<file path="config.mk">
export PLATFORM = sky130hd
export DESIGN_NAME = tcdm_bank_ctrl_flat
export DESIGN_NICKNAME = d
export VERILOG_FILES = /design/src/rtl/tcdm_bank_ctrl_pkg.sv /design/src/rtl/tcdm_bank_ctrl_if.sv /design/src/rtl/tcdm_bank_pwr_fsm.sv /design/src/rtl/tcdm_bank_ctrl.sv /design/src/flat_wrapper.sv
export SDC_FILE = /design/constraint.sdc
export NUM_CORES = 1
export LEC_CHECK = 0
export BUFFER_PORTS_ARGS = -buffer_cell sky130_fd_sc_hd__buf_2
export CAP_MARGIN = 40
export CORE_ASPECT_RATIO = 2
export CORE_MARGIN = 2
export CORE_UTILIZATION = 49
export DETAILED_ROUTE_END_ITERATION = 6
export PLACE_DENSITY = 0.86
export SYNTH_ARGS = -nofsm -noshare
export SYNTH_HDL_FRONTEND = slang
export SYNTH_SLANG_ARGS = --single-unit
</file>
<file path="constraint.sdc">
create_clock -name CLK -period 5.3 [get_ports CLK]
set_input_delay 0.265 -clock CLK [delete_from_list [all_inputs] [get_ports CLK]]
set_output_delay 0.265 -clock CLK [all_outputs]
set_load 0.03 [all_outputs]
</file>
<file path="src/rtl/tcdm_bank_ctrl_pkg.sv">
// ----------------------------------------------------------------------------
// tcdm_bank_ctrl_pkg : power-state and sleep-cause types, byte-enable to
//                      active-low bit-mask expansion helper.
// Rev 1.0
// ----------------------------------------------------------------------------
`default_nettype none

package tcdm_bank_ctrl_pkg;

  // Upper bound on DATA_WIDTH supported by be_to_wmn.
  localparam int MAX_DATA_WIDTH = 256;
  localparam int MAX_BE_WIDTH   = MAX_DATA_WIDTH / 8;

  typedef enum logic [1:0] {
    ST_INIT  = 2'd0,
    ST_READY = 2'd1,
    ST_SLEEP = 2'd2,
    ST_WAKE  = 2'd3
  } pwr_state_e;

  typedef enum logic {
    CAUSE_SW   = 1'b0,
    CAUSE_AUTO = 1'b1
  } sleep_cause_e;

  // Each byte-enable bit covers 8 mask bits, LSB byte first; enabled byte -> 0.
  function automatic logic [MAX_DATA_WIDTH-1:0] be_to_wmn(input logic [MAX_BE_WIDTH-1:0] be);
    logic [MAX_DATA_WIDTH-1:0] wmn;
    for (int i = 0; i < MAX_DATA_WIDTH; i++) begin
      wmn[i] = ~be[i/8];
    end
    return wmn;
  endfunction

endpackage

`default_nettype wire

</file>
<file path="src/rtl/tcdm_bank_ctrl_if.sv">
// ----------------------------------------------------------------------------
// tcdm_bank_ctrl_if : cluster-side TCDM request/grant/response bundle.
// Rev 1.0
// ----------------------------------------------------------------------------
`default_nettype none

interface tcdm_bank_ctrl_if #(
  parameter int ADDR_WIDTH = 10,
  parameter int DATA_WIDTH = 32,
  parameter int BE_WIDTH   = DATA_WIDTH / 8
) ();

  logic                  req;
  logic                  gnt;
  logic [ADDR_WIDTH-1:0] add;
  logic                  wen;
  logic [BE_WIDTH-1:0]   be;
  logic [DATA_WIDTH-1:0] wdata;
  logic                  r_valid;
  logic [DATA_WIDTH-1:0] r_rdata;

  modport master (
    output req, add, wen, be, wdata,
    input  gnt, r_valid, r_rdata
  );

  modport slave (
    input  req, add, wen, be, wdata,
    output gnt, r_valid, r_rdata
  );

endinterface

`default_nettype wire

</file>
<file path="src/rtl/tcdm_bank_pwr_fsm.sv">
// ----------------------------------------------------------------------------
// tcdm_bank_pwr_fsm : macro power sequencing (init, standby, wake-up) with
//                     idle-timeout auto-sleep and registered pin outputs.
// Rev 1.0
// ----------------------------------------------------------------------------
`default_nettype none

module tcdm_bank_pwr_fsm
  import tcdm_bank_ctrl_pkg::*;
#(
  parameter int INIT_CYCLES       = 4,
  parameter int WAKE_CYCLES       = 2,
  parameter int IDLE_SLEEP_CYCLES = 0
) (
  input  logic       CLK,
  input  logic       RSTN,
  input  logic       acc_i,
  input  logic       req_i,
  input  logic       sleep_req_i,
  output pwr_state_e state_o,
  output logic       initn_o,
  output logic       stdby_o,
  output logic       sleep_o,
  output logic       grant_allowed_o
);

  localparam int SEQ_MAX = (INIT_CYCLES > WAKE_CYCLES) ? INIT_CYCLES : WAKE_CYCLES;
  localparam int SEQ_W   = (SEQ_MAX < 2) ? 1 : $clog2(SEQ_MAX);
  localparam int IDLE_W  = (IDLE_SLEEP_CYCLES < 2) ? 1 : $clog2(IDLE_SLEEP_CYCLES + 1);

  localparam logic [SEQ_W-1:0]  INIT_LAST = SEQ_W'(INIT_CYCLES - 1);
  localparam logic [SEQ_W-1:0]  WAKE_LAST = SEQ_W'(WAKE_CYCLES - 1);
  localparam logic [IDLE_W-1:0] IDLE_MAX  = IDLE_W'(IDLE_SLEEP_CYCLES);

  pwr_state_e        state_q, state_d;
  sleep_cause_e      cause_q, cause_d;
  logic [SEQ_W-1:0]  seq_cnt_q, seq_cnt_d;
  logic [IDLE_W-1:0] idle_cnt_q, idle_cnt_d;
  logic              initn_q, initn_d;
  logic              stdby_q, stdby_d;
  logic              sleep_q, sleep_d;
  logic              grant_allowed_q, grant_allowed_d;
  logic              auto_sleep;

  assign auto_sleep = (IDLE_SLEEP_CYCLES != 0) && (idle_cnt_q == IDLE_MAX);

  always_comb begin
    state_d    = state_q;
    cause_d    = cause_q;
    seq_cnt_d  = seq_cnt_q;
    idle_cnt_d = '0;
    case (state_q)
      ST_INIT: begin
        if (seq_cnt_q == INIT_LAST) begin
          state_d   = ST_READY;
          seq_cnt_d = '0;
        end else begin
          seq_cnt_d = seq_cnt_q + SEQ_W'(1);
        end
      end
      ST_READY: begin
        if (acc_i) begin
          idle_cnt_d = '0;
        end else if (idle_cnt_q != IDLE_MAX) begin
          idle_cnt_d = idle_cnt_q + IDLE_W'(1);
        end else begin
          idle_cnt_d = idle_cnt_q;
        end
        // With no access this cycle there is no response owed next cycle.
        if (!acc_i && (sleep_req_i || auto_sleep)) begin
          state_d    = ST_SLEEP;
          cause_d    = sleep_req_i ? CAUSE_SW : CAUSE_AUTO;
          idle_cnt_d = '0;
        end
      end
      ST_SLEEP: begin
        if (!sleep_req_i && ((cause_q == CAUSE_SW) || req_i)) begin
          state_d   = ST_WAKE;
          seq_cnt_d = '0;
        end
      end
      ST_WAKE: begin
        if (seq_cnt_q == WAKE_LAST) begin
          state_d   = ST_READY;
          seq_cnt_d = '0;
        end else begin
          seq_cnt_d = seq_cnt_q + SEQ_W'(1);
        end
      end
      default: begin
        state_d   = ST_INIT;
        seq_cnt_d = '0;
      end
    endcase

    initn_d         = (state_d != ST_INIT);
    stdby_d         = (state_d == ST_SLEEP);
    sleep_d         = (state_d == ST_SLEEP);
    grant_allowed_d = (state_d == ST_READY);
  end

  always_ff @(posedge CLK) begin
    if (!RSTN) begin
      state_q         <= ST_INIT;
      cause_q         <= CAUSE_SW;
      seq_cnt_q       <= '0;
      idle_cnt_q      <= '0;
      initn_q         <= 1'b0;
      stdby_q         <= 1'b0;
      sleep_q         <= 1'b0;
      grant_allowed_q <= 1'b0;
    end else begin
      state_q         <= state_d;
      cause_q         <= cause_d;
      seq_cnt_q       <= seq_cnt_d;
      idle_cnt_q      <= idle_cnt_d;
      initn_q         <= initn_d;
      stdby_q         <= stdby_d;
      sleep_q         <= sleep_d;
      grant_allowed_q <= grant_allowed_d;
    end
  end

  assign state_o         = state_q;
  assign initn_o         = initn_q;
  assign stdby_o         = stdby_q;
  assign sleep_o         = sleep_q;
  assign grant_allowed_o = grant_allowed_q;

endmodule

`default_nettype wire

</file>
<file path="src/rtl/tcdm_bank_ctrl.sv">
// ----------------------------------------------------------------------------
// tcdm_bank_ctrl : TCDM req/gnt/r_valid to single-port SRAM macro pin adapter
//                  with power-state sequencing.
// Rev 1.0
// ----------------------------------------------------------------------------
`default_nettype none

module tcdm_bank_ctrl
  import tcdm_bank_ctrl_pkg::*;
#(
  parameter int ADDR_WIDTH        = 10,
  parameter int DATA_WIDTH        = 32,
  parameter int BE_WIDTH          = DATA_WIDTH / 8,
  parameter int INIT_CYCLES       = 4,
  parameter int WAKE_CYCLES       = 2,
  parameter int IDLE_SLEEP_CYCLES = 0
) (
  input  logic                  CLK,
  input  logic                  RSTN,
  tcdm_bank_ctrl_if.slave       tcdm,
  input  logic                  sleep_req_i,
  output logic                  sleep_o,
  output logic                  sram_csn_o,
  output logic                  sram_wen_o,
  output logic [DATA_WIDTH-1:0] sram_wmn_o,
  output logic [ADDR_WIDTH-1:0] sram_a_o,
  output logic [DATA_WIDTH-1:0] sram_d_o,
  input  logic [DATA_WIDTH-1:0] sram_q_i,
  output logic                  sram_initn_o,
  output logic                  sram_stdby_o
);

  pwr_state_e            pwr_state;
  logic                  grant_allowed;
  logic                  gnt;
  logic                  acc;
  logic [BE_WIDTH-1:0]   be;
  logic [DATA_WIDTH-1:0] rdata;

  logic [ADDR_WIDTH-1:0] a_q, a_d;
  logic [DATA_WIDTH-1:0] d_q, d_d;
  logic                  r_valid_q, r_valid_d;
  logic                  rd_resp_q, rd_resp_d;
  logic [DATA_WIDTH-1:0] hold_q, hold_d;

  tcdm_bank_pwr_fsm #(
    .INIT_CYCLES       (INIT_CYCLES),
    .WAKE_CYCLES       (WAKE_CYCLES),
    .IDLE_SLEEP_CYCLES (IDLE_SLEEP_CYCLES)
  ) u_pwr_fsm (
    .CLK             (CLK),
    .RSTN            (RSTN),
    .acc_i           (acc),
    .req_i           (tcdm.req),
    .sleep_req_i     (sleep_req_i),
    .state_o         (pwr_state),
    .initn_o         (sram_initn_o),
    .stdby_o         (sram_stdby_o),
    .sleep_o         (sleep_o),
    .grant_allowed_o (grant_allowed)
  );

  // Grant is independent of req; a rising sleep_req_i blocks it the same cycle.
  assign gnt = grant_allowed && (pwr_state == ST_READY) && !sleep_req_i;
  assign acc = tcdm.req && gnt;
  assign be  = tcdm.be;

  always_comb begin
    a_d       = acc ? tcdm.add   : a_q;
    d_d       = acc ? tcdm.wdata : d_q;
    r_valid_d = acc;
    rd_resp_d = acc && tcdm.wen;
    // Q is only meaningful the cycle after a read; otherwise replay the hold copy.
    rdata     = rd_resp_q ? sram_q_i : hold_q;
    hold_d    = rdata;
  end

  always_ff @(posedge CLK) begin
    if (!RSTN) begin
      a_q       <= '0;
      d_q       <= '0;
      r_valid_q <= 1'b0;
      rd_resp_q <= 1'b0;
      hold_q    <= '0;
    end else begin
      a_q       <= a_d;
      d_q       <= d_d;
      r_valid_q <= r_valid_d;
      rd_resp_q <= rd_resp_d;
      hold_q    <= hold_d;
    end
  end

  assign sram_csn_o = !acc;
  assign sram_wen_o = acc ? tcdm.wen : 1'b1;
  assign sram_wmn_o = (acc && !tcdm.wen) ? DATA_WIDTH'(be_to_wmn(MAX_BE_WIDTH'(be)))
                                         : {DATA_WIDTH{1'b1}};
  // Address and data pins park on the last accepted values to avoid toggling.
  assign sram_a_o   = a_d;
  assign sram_d_o   = d_d;

  assign tcdm.gnt     = gnt;
  assign tcdm.r_valid = r_valid_q;
  assign tcdm.r_rdata = rdata;

endmodule

`default_nettype wire
</file>
<file path="src/flat_wrapper.sv">
// flat-port wrapper written by rule: the top's interface ports become plain ports
module tcdm_bank_ctrl_flat import tcdm_bank_ctrl_pkg::*;
#(
  parameter int ADDR_WIDTH        = 10,
  parameter int DATA_WIDTH        = 32,
  parameter int BE_WIDTH          = DATA_WIDTH / 8,
  parameter int INIT_CYCLES       = 4,
  parameter int WAKE_CYCLES       = 2,
  parameter int IDLE_SLEEP_CYCLES = 0
)
  (CLK, RSTN, sleep_req_i, sleep_o, sram_csn_o, sram_wen_o, sram_wmn_o, sram_a_o, sram_d_o, sram_q_i, sram_initn_o, sram_stdby_o, tcdm_req, tcdm_add, tcdm_wen, tcdm_be, tcdm_wdata, tcdm_gnt, tcdm_r_valid, tcdm_r_rdata);
  tcdm_bank_ctrl_if #(.ADDR_WIDTH(ADDR_WIDTH), .DATA_WIDTH(DATA_WIDTH), .BE_WIDTH(BE_WIDTH)) tcdm_i ();
  input  logic CLK;
  input  logic RSTN;
  input  logic sleep_req_i;
  output logic sleep_o;
  output logic sram_csn_o;
  output logic sram_wen_o;
  output logic [DATA_WIDTH-1:0] sram_wmn_o;
  output logic [ADDR_WIDTH-1:0] sram_a_o;
  output logic [DATA_WIDTH-1:0] sram_d_o;
  input  logic [DATA_WIDTH-1:0] sram_q_i;
  output logic sram_initn_o;
  output logic sram_stdby_o;
  input wire logic [$bits(tcdm_i.req)-1:0] tcdm_req;
  input wire logic [$bits(tcdm_i.add)-1:0] tcdm_add;
  input wire logic [$bits(tcdm_i.wen)-1:0] tcdm_wen;
  input wire logic [$bits(tcdm_i.be)-1:0] tcdm_be;
  input wire logic [$bits(tcdm_i.wdata)-1:0] tcdm_wdata;
  output wire logic [$bits(tcdm_i.gnt)-1:0] tcdm_gnt;
  output wire logic [$bits(tcdm_i.r_valid)-1:0] tcdm_r_valid;
  output wire logic [$bits(tcdm_i.r_rdata)-1:0] tcdm_r_rdata;
  assign tcdm_i.req = tcdm_req;
  assign tcdm_i.add = tcdm_add;
  assign tcdm_i.wen = tcdm_wen;
  assign tcdm_i.be = tcdm_be;
  assign tcdm_i.wdata = tcdm_wdata;
  assign tcdm_gnt = tcdm_i.gnt;
  assign tcdm_r_valid = tcdm_i.r_valid;
  assign tcdm_r_rdata = tcdm_i.r_rdata;
  tcdm_bank_ctrl #(.ADDR_WIDTH(ADDR_WIDTH), .DATA_WIDTH(DATA_WIDTH), .BE_WIDTH(BE_WIDTH), .INIT_CYCLES(INIT_CYCLES), .WAKE_CYCLES(WAKE_CYCLES), .IDLE_SLEEP_CYCLES(IDLE_SLEEP_CYCLES)) u_core (.CLK(CLK), .RSTN(RSTN), .tcdm(tcdm_i), .sleep_req_i(sleep_req_i), .sleep_o(sleep_o), .sram_csn_o(sram_csn_o), .sram_wen_o(sram_wen_o), .sram_wmn_o(sram_wmn_o), .sram_a_o(sram_a_o), .sram_d_o(sram_d_o), .sram_q_i(sram_q_i), .sram_initn_o(sram_initn_o), .sram_stdby_o(sram_stdby_o));
endmodule
</file>
[Yosys cells after proc, flatten, opt, wreduce, memory -nomap -nowiden]
Index checks and enable logic that the tools add are counted.
Word-level totals
  input port bits: 83
  flip-flop bits (word level): 84
Operators by class
  equal/unequal tests: 8
  reductions and logical operators: 16
  bitwise operators: 5
  $add $sub $neg: 1
  mux-type cells: 15
Operators with widths (count)
  2-to-1 mux 32 bit: 3
  2-to-1 mux 2 bit: 7
  2-to-1 mux 10 bit: 1
  equality test 2 bit (second input constant): 4
  case mux 2 bit (4 select lines): 1
  logical AND 1 bit: 7
  equality test 2 x 1 -> 1 bit (second input constant): 3
  case mux 2 bit (3 select lines): 1
  inverter 1 bit: 5
  AND reduction 2 bit: 2
  logical NOT 1 bit: 3
  nonzero test 3 bit: 1
  adder 2 x 1 -> 2 bit (second input constant): 1
  logical NOT 2 bit: 1
  2-to-1 mux 1 bit: 2
  != test 2 bit (second input constant): 1
  nonzero test 2 bit: 1
  logical OR 1 bit: 1

[Longest topological paths before layout]
  depth in word-level cells: 9
  mapped depth: 8
  gate-level depth less buffers: 7

[By module]
From an unflattened synthesis, not the netlist that was laid out.
Second synthesis, totals
  cells, all modules: 422
  area total of the unflattened synthesis: 4398.0 um2
Modules (own cells, without submodules)
  tcdm_bank_ctrl: seq. area each 1521.5 um2, area each 3892.5 um2, instances 1, cells an instance 373
  tcdm_bank_pwr_fsm: seq. area each 160.2 um2, area each 505.5 um2, instances 1, cells an instance 49

[Least setup slack after synthesis]
Ideal clock, no wire load.
  kind: register to output
  start: register u_core.u_pwr_fsm.state_q[1] (netlist: u_core.u_pwr_fsm.state_o[1])
  end: output port sram_wmn_o[10]
  path slack: 3.024 ns
  data required time: 5.035 ns
  arrival time: 2.011 ns
  cell stages (with the launch flop): 9
  cells stage by stage: dfxtp_1 > inv_1 > ha_1 > and3b_2 > nand2_4 > buf_6 > nor2_1 > nand2_1 > buf_4
On the way
  longest elaborated chain between the ends: 6
Ends and longest elaborated chain
  start, declared: line tcdm_bank_pwr_fsm.sv:35  | pwr_state_e state_q, state_d;
  start signal, assigned: line tcdm_bank_pwr_fsm.sv:113  | state_q <= state_d;
  equality test 2 x 1 -> 1 bit: line tcdm_bank_ctrl.sv:64  | assign gnt = grant_allowed && (pwr_state == ST_READY) && !sleep_req_i;
  logical AND 1 bit (2 in series): line tcdm_bank_ctrl.sv:64
  via tcdm_gnt: line flat_wrapper.sv:30  | output wire logic [$bits(tcdm_i.gnt)-1:0] tcdm_gnt;
  logical AND 1 bit: line tcdm_bank_ctrl.sv:65  | assign acc = tcdm.req && gnt;
  logical AND 1 bit: line tcdm_bank_ctrl.sv:96  | assign sram_wmn_o = (acc && !tcdm.wen) ? DATA_WIDTH'(be_to_wmn(MAX_BE_WIDTH'(be)))
  2-to-1 mux 32 bit: line tcdm_bank_ctrl.sv:96
  end, declared: line flat_wrapper.sv:19  | output logic [DATA_WIDTH-1:0] sram_wmn_o;
The timed path passes the listed nets, and every way through them passes these cells.

[Final worst setup path]
  start: register u_core.u_pwr_fsm.state_q[1] (netlist: u_core.u_pwr_fsm.state_o[1])
  end: output port sram_wmn_o[22]
On the way
  longest elaborated chain between the ends: 6
Ends and longest elaborated chain (line)
  equality test 2 x 1 -> 1 bit: tcdm_bank_ctrl.sv:64
  logical AND 1 bit (2 in series): tcdm_bank_ctrl.sv:64
  logical AND 1 bit: tcdm_bank_ctrl.sv:65
  logical AND 1 bit: tcdm_bank_ctrl.sv:96
  2-to-1 mux 32 bit: tcdm_bank_ctrl.sv:96
No other way between the ends.

==> impl_metrics.csv <==
group,metric,value,unit
worst_setup_path,cp-endpoint,"sram_wmn_o[22]",
logic_synthesis,avgSynthCellArea,11.45,µm²
floorplan,num_rows,45,
cts,cts_made_buffers,9,
grt,grt_pass1_vias,2709,
cts,cts_tree,"built",
worst_setup_path,critPathLaunchType,"flop",
worst_setup_path,reg2reg_depth,6,
sta,fin_crit,2.838,ns
logic_synthesis,async_flop_share,0,%
outcome,status,"complete, no violations",
grt,grt_start_max_net_pins,61,
worst_setup_path,r2r_end,"u_core.a_q[5]",
routing,viasPerCell,4.809,
place,placed_cell_area,0.004584,mm²
grt,gr-usage-met2,37.18,%
logic_synthesis,synth-edff-count,0,
sta,worst_pin_slew,0.7772,ns
grt,grt_util_met3,4.741,%
layout,nets,582,
layout,fin_cells,591,
floorplan,die_y,128.2,µm
grt,busiest_layer,"met2",
logic_synthesis,netlist_top_cells_count,"84 x dfxtp_1, 76 x and2_1, 38 x mux2_4, 32 x mux2_2, 29 x buf_4",
worst_setup_path,cp_max_fo,44,
worst_setup_path,worstPathRequired,5.04,ns
logic_synthesis,syn_area,0.003779,mm²
sta,rsz0062_at_grt,"false",
worst_setup_path,r2r_start,"u_core.u_pwr_fsm.state_o[1]",
routing,firstDrtPassIters,4,
logic_synthesis,syn-instance-count,330,
worst_setup_path,critical_path_class,"reg2out",
worst_hold_path,hp-class,"in2reg",
layout,areaGrowthSynthToFinish,30.63,%
floorplan,die_w,66.10,µm
worst_hold_path,holdPathStages,2,
layout,finish.instance_area,0.004936,mm²
cts,holdBufCountCts,0,
layout,diodes,0,
sta,max_freq,0.3523,GHz
logic_synthesis,syn-num-nets,420,
pwr,fin_total_pwr,0.001631,W
logic_synthesis,synth_top_area_share,44.50,%
cts,clk_latency,0.33,ns
logic_synthesis,ys_types,32,
cts,clock_path_buffers,2,
floorplan,dieArea,0.008473,mm²
logic_synthesis,synth.top_cells.by_area,"dfxtp_1 45%, mux2_4 15%, and2_1 13%, mux2_2 9.5%, buf_4 5.8%",
sta,finalSetupTns,0,ns
run,maxCapViolations,0,
worst_setup_path,crit_start,"u_core.u_pwr_fsm.state_o[1]",
grt,use_met1,18.16,%
grt,grt_pass1_wl,12360,µm
sta,skew,0.007484,ns
routing,routed_wl,8225,µm
logic_synthesis,ys_seq_elements,84,
sta,worst_hold_slack,0.1661,ns
place,placed_cells,575,
logic_synthesis,yosysSeqAreaShare,44.50,%
floorplan,ios,196,
cts,htree_num_levels,3,
pwr,powerDensity,330.4,mW/mm²
sta,finalHoldViolations,0,
worst_setup_path,arrival,2.57,ns
sta,finalSetupViolCount,0,
floorplan,start_util,50.08,%
pwr,cellLeakagePower,2.679,nW
logic_synthesis,yosysWarnings,0,
cts,clkSinkCount,84,
logic_synthesis,synth.most_common_cell,"dfxtp_1",
layout,drive_above_1_share,57.34,%
routing,drcViolationCount,0,
place,gp_congestion,0.7663,
routing,drt_iter0_drc,70,
floorplan,core-area,0.007545,mm²
logic_synthesis,synth_top_area_cell,"dfxtp_1",
place,port-buffer-count,195,
grt,track_usage,19.36,%
routing,drtAntennaViolNets,0,
cts,cts_setup_buffers,0,
worst_setup_path,cp-end-kind,"output pin",
grt,antenna_found_initial,0,
place,hpwl,6245,µm
cts,cts-root-buf,"clkbuf_16",
routing,wl_per_cell,13.92,µm
routing,vias,2842,
grt,grt_overflow,0,
pwr,peakVddDrop,0.0002826,V
worst_setup_path,ff2ff_setup_slack,3.08,ns
sta,min_period_over_period,53.55,%
sta,report.final.slew_viol_count,0,
cts,cts_resized,0,
sta,slew_headroom,48.14,%
logic_synthesis,ys.flop_type,"dfxtp_1",
cts,clk_pin_slew,0.05,ns
metal layers:
layer	vias up	part of all wire, %
met5	-	0
met4	0	3.0
met3	20	6.3
met2	123	58
met1	1319	32
li1	1380	-
power breakdown:
| group | internal [W] | switching, W | leakage [nW] | total (W) |
|---|---|---|---|---|
| registers | 0.000656 | 0.0000158 | 0.678 | 0.000672 |
| logic | 0.000107 | 0.000134 | 1.83 | 0.000241 |
| clock network | 0.000485 | 0.000233 | 0.173 | 0.000718 |
| total | 0.00125 | 0.000382 | 2.68 | 0.00163 |
placed cells by master, fill, tap and decap left out:
cell type  netlist  final
buf_4           29      1
o22ai_1          2      2
ha_1             7      7
and3b_2          1      1
nand2_1         10     10
a21bo_2          1      1
o21ai_0          1      1
bufinv_16        0      3
o211ai_1         1      1
clkinv_2         0      1
and2_1          76     76
clkbuf_8         0      2
o21bai_1         1      1
nor3_1           1      1
nor2_1           4      4
clkbuf_16        0      9
buf_2            3    195
and3b_1          1      1
clkbuf_1        10      1
o211a_1          1      1
nand3b_1         2      2
nand2_4          1      1
a22oi_1          1      1
o311ai_0         1      1
a21o_1           1      1
buf_12           0      1
mux2_2          32     32
nand2b_1         1      1
mux2_4          38     38
o2bb2ai_1        1      1
mux2_1           4      4
nor2b_1          1      1
and3_1           1      1
dfxtp_1         84     84
inv_1            7      7
a21oi_1          2      2
worst min path at each step:
| stage | endpoint | startpoint | slack (ns) |
|---|---|---|---|
| after global routing | u_core.rd_resp_q | tcdm_wen | 0.17 |
| after CTS | u_core.rd_resp_q | tcdm_wen | 0.16 |
| after detailed placement | u_core.u_pwr_fsm.cause_q | u_core.u_pwr_fsm.cause_q | 0.42 |
| after floorplan | u_core.u_pwr_fsm.cause_q | sleep_req_i | 0.35 |
| final | u_core.rd_resp_q | tcdm_wen | 0.17 |
| after global placement | u_core.u_pwr_fsm.cause_q | u_core.u_pwr_fsm.cause_q | 0.42 |
cells by family (layout without fill, tap and decap cells):
group	count (synthesis)	count (layout)	synth area share, %
and+or+nand+nor	99	99	15.79
DFF	84	84	44.50
muxes	74	74	25.83
AOI/OAI and AO/OA	13	13	2.517
adders and majority gates	7	7	2.318
buffers and inverters	53	220	9.040
sequential cells by signal, indices dropped and copies added (netlist names), 2 cells and up:
| name | flops |
|---|---|
| u_core.a_q | 10 |
| u_core.d_q | 32 |
| u_core.hold_q | 32 |
| u_core.u_pwr_fsm.seq_cnt_q | 2 |
| u_core.u_pwr_fsm.state_o | 2 |
cell type report:
cell class              instances  area [µm²]
clock buffers                  12       256.5
clock inverters                 4       95.09
fillers                       623        2609
inverters                       7       26.28
multi-input cells             193        1755
flip-flops and latches         84        1682
well taps                      94       117.6
repair buffers                197        1003
per-stage QoR:
stage / worst slack, ns / utilization (%)
2_1_floorplan: 3.024 / -
4_1_cts: 2.415 / 65.42
3_5_place_dp: 2.775 / 60.76
5_1_grt: 2.238 / 65.42
3_3_place_gp: 2.856 / 60.50
6_report: 2.462 / 65.42
critical path, cell delays in order (launching register included):
cell	delay, ns
dfxtp_1	0.38
inv_1	0.08
ha_1	0.23
and3b_2	0.24
nand2_4	0.58
nor2_1	0.22
nand2_1	0.25
buf_2	0.24
(Power assumes the default switching activity.)
